File: src/rtl/commit_trace_fifo.sv
// commit_trace_fifo: FWFT buffer of retired-instruction trace records with order numbering, overflow accounting and self-loop halt detection
module commit_trace_fifo #(
    parameter int DEPTH   = 16,
    parameter int ORDER_W = 64
) (
    input  logic                       clk,
    input  logic                       rst,
    input  logic                       commit_valid,
    input  logic [31:0]                commit_pc_rdata,
    input  logic [31:0]                commit_pc_wdata,
    input  logic [31:0]                commit_inst,
    input  logic [4:0]                 commit_rd_addr,
    input  logic [31:0]                commit_rd_wdata,
    input  logic                       commit_load_regfile,
    input  logic                       commit_trap,
    input  logic                       flush,
    output logic                       out_valid,
    input  logic                       out_ready,
    output logic [ORDER_W-1:0]         out_order,
    output logic [31:0]                out_pc,
    output logic [31:0]                out_next_pc,
    output logic [31:0]                out_inst,
    output logic [4:0]                 out_rd_addr,
    output logic [31:0]                out_rd_wdata,
    output logic                       out_trap,
    output logic [$clog2(DEPTH):0]     count,
    output logic                       overflow,
    output logic [31:0]                drop_count,
    output logic                       halted
);
    localparam int AW = $clog2(DEPTH);
    localparam int CW = AW + 1;

    typedef enum logic {RUN, HALTED} state_t;

    state_t state, state_next;
    logic [AW-1:0] wr_ptr, rd_ptr;
    logic [ORDER_W-1:0] order;
    logic [ORDER_W-1:0] mem_order [DEPTH];
    logic [31:0] mem_pc [DEPTH];
    logic [31:0] mem_next_pc [DEPTH];
    logic [31:0] mem_inst [DEPTH];
    logic [4:0] mem_rd_addr [DEPTH];
    logic [31:0] mem_rd_wdata [DEPTH];
    logic mem_trap [DEPTH];
    logic push, pop, full, accept, drop, halt_hit;
    logic [31:0] masked_wdata;

    assign push         = commit_valid && !halted && !flush;
    assign full         = count == CW'(DEPTH);
    assign out_valid    = count != '0;
    assign pop          = out_valid && out_ready;
    assign accept       = push && (!full || pop);
    assign drop         = push && full && !pop;
    assign halt_hit     = push && commit_pc_wdata == commit_pc_rdata && commit_pc_rdata != '0;
    assign masked_wdata = (commit_rd_addr != '0 && commit_load_regfile) ? commit_rd_wdata : '0;

    assign out_order    = mem_order[rd_ptr];
    assign out_pc       = mem_pc[rd_ptr];
    assign out_next_pc  = mem_next_pc[rd_ptr];
    assign out_inst     = mem_inst[rd_ptr];
    assign out_rd_addr  = mem_rd_addr[rd_ptr];
    assign out_rd_wdata = mem_rd_wdata[rd_ptr];
    assign out_trap     = mem_trap[rd_ptr];

    // halt state register
    always_ff @(posedge clk or negedge rst) begin
        if (!rst) state <= RUN;
        else      state <= state_next;
    end

    // halt is sticky until flush
    always_comb begin
        state_next = flush ? RUN : (state == RUN && halt_hit) ? HALTED : state;
    end

    // halt flag decode
    always_comb begin
        halted = state == HALTED;
    end

    // storage, pointers, occupancy, order numbering and drop accounting
    always_ff @(posedge clk or negedge rst) begin
        if (!rst) begin
            wr_ptr     <= '0;
            rd_ptr     <= '0;
            count      <= '0;
            order      <= '0;
            overflow   <= 1'b0;
            drop_count <= '0;
            for (int i = 0; i < DEPTH; i++) begin
                mem_order[i]    <= '0;
                mem_pc[i]       <= '0;
                mem_next_pc[i]  <= '0;
                mem_inst[i]     <= '0;
                mem_rd_addr[i]  <= '0;
                mem_rd_wdata[i] <= '0;
                mem_trap[i]     <= 1'b0;
            end
        end else if (flush) begin
            wr_ptr     <= '0;
            rd_ptr     <= '0;
            count      <= '0;
            overflow   <= 1'b0;
            drop_count <= '0;
        end else begin
            if (push) order <= order + 1'b1;
            if (accept) begin
                mem_order[wr_ptr]    <= order;
                mem_pc[wr_ptr]       <= commit_pc_rdata;
                mem_next_pc[wr_ptr]  <= commit_pc_wdata;
                mem_inst[wr_ptr]     <= commit_inst;
                mem_rd_addr[wr_ptr]  <= commit_rd_addr;
                mem_rd_wdata[wr_ptr] <= masked_wdata;
                mem_trap[wr_ptr]     <= commit_trap;
                wr_ptr               <= wr_ptr + 1'b1;
            end
            if (pop) rd_ptr <= rd_ptr + 1'b1;
            if (accept && !pop) count <= count + 1'b1;
            else if (pop && !accept) count <= count - 1'b1;
            if (drop) begin
                overflow <= 1'b1;
                if (drop_count != '1) drop_count <= drop_count + 1'b1;
            end
        end
    end
endmodule

File: config.mk
export PLATFORM = sky130hd
export DESIGN_NAME = commit_trace_fifo
export DESIGN_NICKNAME = d
export VERILOG_FILES = /design/src/rtl/commit_trace_fifo.sv
export SDC_FILE = /design/constraint.sdc
export NUM_CORES = 2
export LEC_CHECK = 0
export CAP_MARGIN = 30
export CORE_UTILIZATION = 60
export DETAILED_ROUTE_END_ITERATION = 10
export PLACE_DENSITY = 0.76
export SYNTH_ARGS = -nofsm -noshare
export SYNTH_HDL_FRONTEND = slang
export SYNTH_SLANG_ARGS = --single-unit
File: constraint.sdc
create_clock -name clk -period 8.1 [get_ports clk]
set_input_delay 2.025 -clock clk [delete_from_list [all_inputs] [get_ports clk]]
set_output_delay 2.025 -clock clk [all_outputs]
set_load 0.02 [all_outputs]
# ---- Yosys cells after proc, flatten, opt, wreduce, memory -nomap -nowiden
# Index checks and enable logic that the tools add are counted.
dict set report totals {
  reg_bits 3279
  out_inout_bits 238
  inputBits 140
  wordCells 217
}
dict set report op_classes {
  bitwise_logic 4
  add_sub_neg 6
  n_reduce_logical 31
  n_lt_le_gt_ge 3
  mux 51
  n_eq_ne 3
}
# cell n
set ops {}
lappend ops {{bitwise mux 512 bit} 4}
lappend ops {{bitwise mux 1024 bit} 1}
lappend ops {{binary-select mux 32 bit (select 4 bit)} 4}
lappend ops {{two-way mux 32 bit} 13}
lappend ops {{binary-select mux 64 bit (select 4 bit)} 1}
lappend ops {{demux 64 bit (select 4 bit)} 1}
lappend ops {{two-way mux 64 bit} 3}
lappend ops {{demux 32 bit (select 4 bit)} 1}
lappend ops {{bitwise mux 80 bit} 1}
lappend ops {{adder 64 x 1 -> 64 bit (second input constant)} 1}
lappend ops {{adder 32 x 1 -> 32 bit (second input constant)} 1}
lappend ops {{equality test 32 bit} 1}
lappend ops {{!= test 32 bit (second input constant)} 1}
lappend ops {{nonzero test 32 bit} 1}
lappend ops {{two-way mux 5 bit} 6}
lappend ops {{binary-select mux 5 bit (select 4 bit)} 1}
lappend ops {{demux 5 bit (select 4 bit)} 1}
lappend ops {{bitwise mux 16 bit} 1}
lappend ops {{two-way mux 4 bit} 4}
lappend ops {{logical AND 1 bit} 13}
lappend ops {{>= comparator 5 bit (second input constant)} 2}
lappend ops {{inverter 4 -> 5 bit} 2}
lappend ops {{nonzero test 2 bit} 5}
lappend ops {{nonzero test 5 bit} 2}
lappend ops {{other kinds (13)} 27}

# ---- Depth between registers and ports, before layout
dict set report depth {
  ltp_word 9
  mapped_depth 11
  depth_no_buf 9
}

# ---- Worst setup path after synthesis
# No wires, ideal clock.
dict set report synth_timing {
  kind {reg2out}
  from {register rd_ptr[0]}
  to {output port out_order[12]}
  path_stages_with_launch 6
  required_time_ps 6075
  t_arrival_ps 2389
  slack_ps 3686
  path_buffers 3
  cell_sequence {dfrtp_1 > buf_2 > clkbuf_1 > buf_1 > mux4_2 > mux4_2}
}
dict set report synth_between {
  elab_chain_cells 4
}
# item line_no
set synth_lines {}
lappend synth_lines {{start: declaration} 37} ;# logic [AW-1:0] wr_ptr, rd_ptr;
lappend synth_lines {{start signal: assignment} 118} ;# if (pop) rd_ptr <= rd_ptr + 1'b1;
lappend synth_lines {{inverter 4 -> 5 bit (not written as such)} 58} ;# assign out_order = mem_order[rd_ptr];
lappend synth_lines {{binary-select mux 64 bit (select 4 bit)} 58}
lappend synth_lines {{two-way mux 64 bit (not written as such) (2 in a row)} 58}
lappend synth_lines {{end: declaration} 19} ;# output logic [ORDER_W-1:0] out_order,
# Every way passes these cells. The select of a mux whose other input is x is not followed.

# ---- Worst setup path after layout
dict set report layout_timing {
  from {register rd_ptr[1]}
  to {output port out_rd_wdata[21]}
}
dict set report layout_between {
  elab_chain_cells 4
}
# item line_no
set layout_lines {}
lappend layout_lines {{inverter 4 -> 5 bit (not written as such)} 63} ;# assign out_rd_wdata = mem_rd_wdata[rd_ptr];
lappend layout_lines {{binary-select mux 32 bit (select 4 bit)} 63}
lappend layout_lines {{two-way mux 32 bit (not written as such) (2 in a row)} 63}
lappend layout_lines {{end: declaration} 24} ;# output logic [31:0] out_rd_wdata,
# Every way passes these cells. The select of a mux whose other input is x is not followed.

==> run summary <==
Status = complete, no violations
Setup crit end kind = output port
Global route overflow = 0
Mapped Avg Cell Area = 15.2 um^2
Commonest cells post-synth = 3279 x dfrtp_1, 2280 x mux2_2, 990 x mux4_2, 764 x nand2_1, 705 x o21ai_0
Flop2flop setup slack = 4.17 ns
Distinct cells, synth = 54
Setup TNS = 0 ns
Post-synthesis sequential area ratio = 56.1%
Clock period minus worst slack = 6.40 ns
Yosys warns = 0
First-pass DRT Iterations = 5
PwrDens = 252 mW/mm^2
I/O Pins = 378
Setup CP Type = reg2out
Leakage power = 0.0762 uW
Top post-synthesis cells by area = dfrtp_1 56%, mux2_2 18%, mux4_2 15%
Crit path max fanout = 39
Number of synthesized flops with an enable pin = 0
Worst setup margin = 1.70 ns
Largest net degree at the start of global routing = 189
Cells along the critical path = buf_4 > buf_4 > mux4_2 > mux4_2 > clkdlybuf4s50_1
R2R depth = 7
Top cell type's share of synthesized area = 56.1%
Cts repair resizes = 0
1st-iter DRT viols = 6315
Layout Area Growth over Synthesis = 11.7%
Routed WL = 358000 um
CP arrival = 4.37 ns
RR Startpoint = count[0]
Max-cap violations = 0
Worst-skew pair later-pin latency = 0.96 ns
Final Skew = 0.0636 ns
Clock Path Buffers = 4
Clock buffer count from CTS = 351
Unrepaired setup endpoints after global routing = no
Row cnt = 180
Final slew viol count = 0
Main synth FF type = dfrtp_1
Crit-path slowest cell = dfrtp_4
Syn_nets = 9803
Post-Syn Instances = 9651
DRC viols = 0
DR WL/cell = 27.5 um
Setup violations, final = 0
Worst hold stages = 2
Initial core utilization = 60.6%
Worst path required time = 6.08 ns
Final worst path period share = 79.0%
Antenna violations before repair = 16
Layout cell share with drive strength beyond 1 = 40.7%
Post-place setup slack = 2.30 ns
DPL Wire Length = 197000 um
Die ar. = 0.246 mm^2
Register bit total from synthesis = 3279
Top-count cell post-synth = dfrtp_1
WHS Endpoint = mem_rd_wdata[179]
Worst-Margin Slew = 1.17 ns
Die width = 496 um
Delay of the slowest cell on the worst path = 1.00 ns
Final #Nets = 9708
Routed Antenna Nets = 0
Port bufs = 377
CTS tree = done
Clk sinks = 3279
Worst R2R End = mem_order[633]
Post-synth top area cell = dfrtp_1
Final hold vios = 0
Slew HR = 22.0%
Synth Cell Area = 0.146 mm^2
First-pass GRT wire length = 556000 um
FFs w/ async S/R, synth = 100%
GRT Util Overall = 29.9%
Fmax = 0.156 GHz
Vias in the first global route = 90600
Hold-fix buffers, CTS = 0
Mean number of vias per cell = 6.48
Maximum vdd drop = 0.000184 V
Hold Startpoint = mem_rd_wdata[179]
Die H = 496 um
Hold Path Class = reg2reg
H-tree depth = 5
CTS root buf = clkbuf_16
Setup bufs post-CTS = 0
GPL Wtd Cong = 0.803
Clock Pin Slew Worst Setup and Hold Paths = 0.06 ns
Routed vias = 84300
Crit path launch type = register
Core box area = 0.241 mm^2
logic make-up (layout without fill, tap and decap cells):
kind of cell	Yosys count	in the layout	synth area share, %
adder cells (fa/ha/maj)	12	12	0.108
AO/OA/AOI/OAI	762	762	2.67
AND/OR/NAND/NOR	1019	1019	3.05
other	0	4	0
XOR/XNOR	103	103	0.617
flip-flops	3279	3279	56.1
multiplexers	3479	3479	34.4
buffers and inverters	997	1166	3.02
area by class of cell:
| cell class | instances | area, um^2 |
|---|---|---|
| diodes | 4 | 10.0 |
| clock buffers | 517 | 10400 |
| clock inverters | 100 | 1080 |
| fillers | 16000 | 78000 |
| inverters | 19 | 71.3 |
| multi-input cells | 5375 | 59800 |
| flip-flops and latches | 3279 | 82100 |
| well taps | 3185 | 3990 |
| repair buffers | 530 | 5940 |
worst max path at each step:
stage,start,to,slack [ns],cells after the start
after floorplan,rd_ptr[0],out_order[12],3.69,5
final,rd_ptr[1],out_rd_wdata[21],1.70,5
after global placement,commit_valid,mem_next_pc[396],2.34,7
after CTS,rd_ptr[0],out_inst[15],1.43,5
after detailed placement,commit_valid,mem_next_pc[397],2.30,7
after global routing,rd_ptr[1],out_inst[29],1.59,5
state kept, by name, indices dropped and copies added (netlist names):
signal,cells
wr_ptr,4
mem_pc,512
count,5
mem_next_pc,512
rd_ptr,4
mem_rd_addr,80
order,64
mem_trap,16
drop_count,32
mem_rd_wdata,512
mem_inst,512
overflow,1
mem_order,1024
halted,1
metal layers:
metal | GRT usage (%) | share of wire [%] | vias up
met5 | 0 | 0.041 | -
met3 | 4.90 | 5.8 | 685
met4 | 9.00 | 3.0 | 24
met2 | 49.0 | 49 | 2353
li1 | - | - | 35200
met1 | 41.5 | 42 | 46000
stage by stage:
| step | instances | hold slack [ns] | area [um^2] | utilization [%] | power [uW] |
|---|---|---|---|---|---|
| 2_1_floorplan | 9651 | 0.445 | 146000 | - | 22600 |
| 3_3_place_gp | 12400 | 0.456 | 152000 | 62.9 | 25400 |
| 3_5_place_dp | 12400 | 0.466 | 152000 | 62.9 | 25600 |
| 4_1_cts | 13000 | 0.479 | 163000 | 67.7 | 41600 |
| 5_1_grt | 13000 | 0.491 | 163000 | 67.7 | 42700 |
| 6_report | 13000 | 0.474 | 163000 | 67.7 | 41200 |
cell usage in the layout, fill, tap and decap left out, drive strengths merged, types with 8 or more instances in the layout:
master | Yosys | layout
a21oi | 31 | 31
buf | 462 | 154
bufinv | 0 | 21
clkbuf | 516 | 518
clkdlybuf4s50 | 0 | 375
clkinv | 10 | 71
clkinvlp | 0 | 10
dfrtp | 3279 | 3279
ha | 11 | 11
inv | 9 | 17
mux2 | 2488 | 2488
mux4 | 990 | 990
nand2 | 764 | 764
nand3 | 48 | 48
nand4 | 41 | 41
nor2 | 50 | 50
nor2b | 8 | 8
nor3 | 21 | 21
nor4 | 29 | 29
o21ai | 705 | 705
o31ai | 9 | 9
or3 | 19 | 19
or4 | 12 | 12
xnor2 | 64 | 64
xor2 | 39 | 39
worst max-delay path: cells and delay by family, from the launching register on:
family | cells | cell delay [ns]
buf+inv | 3 | 1.44
flops | 1 | 1.00
mux | 2 | 0.97
power breakdown:
group	internal, uW	total [uW]	switching [uW]
Combinational	3520	7410	3880
Clock	9550	16000	6440
Sequential	17200	17800	586
Total	30300	41200	10900
(Power assumes the default switching activity.)
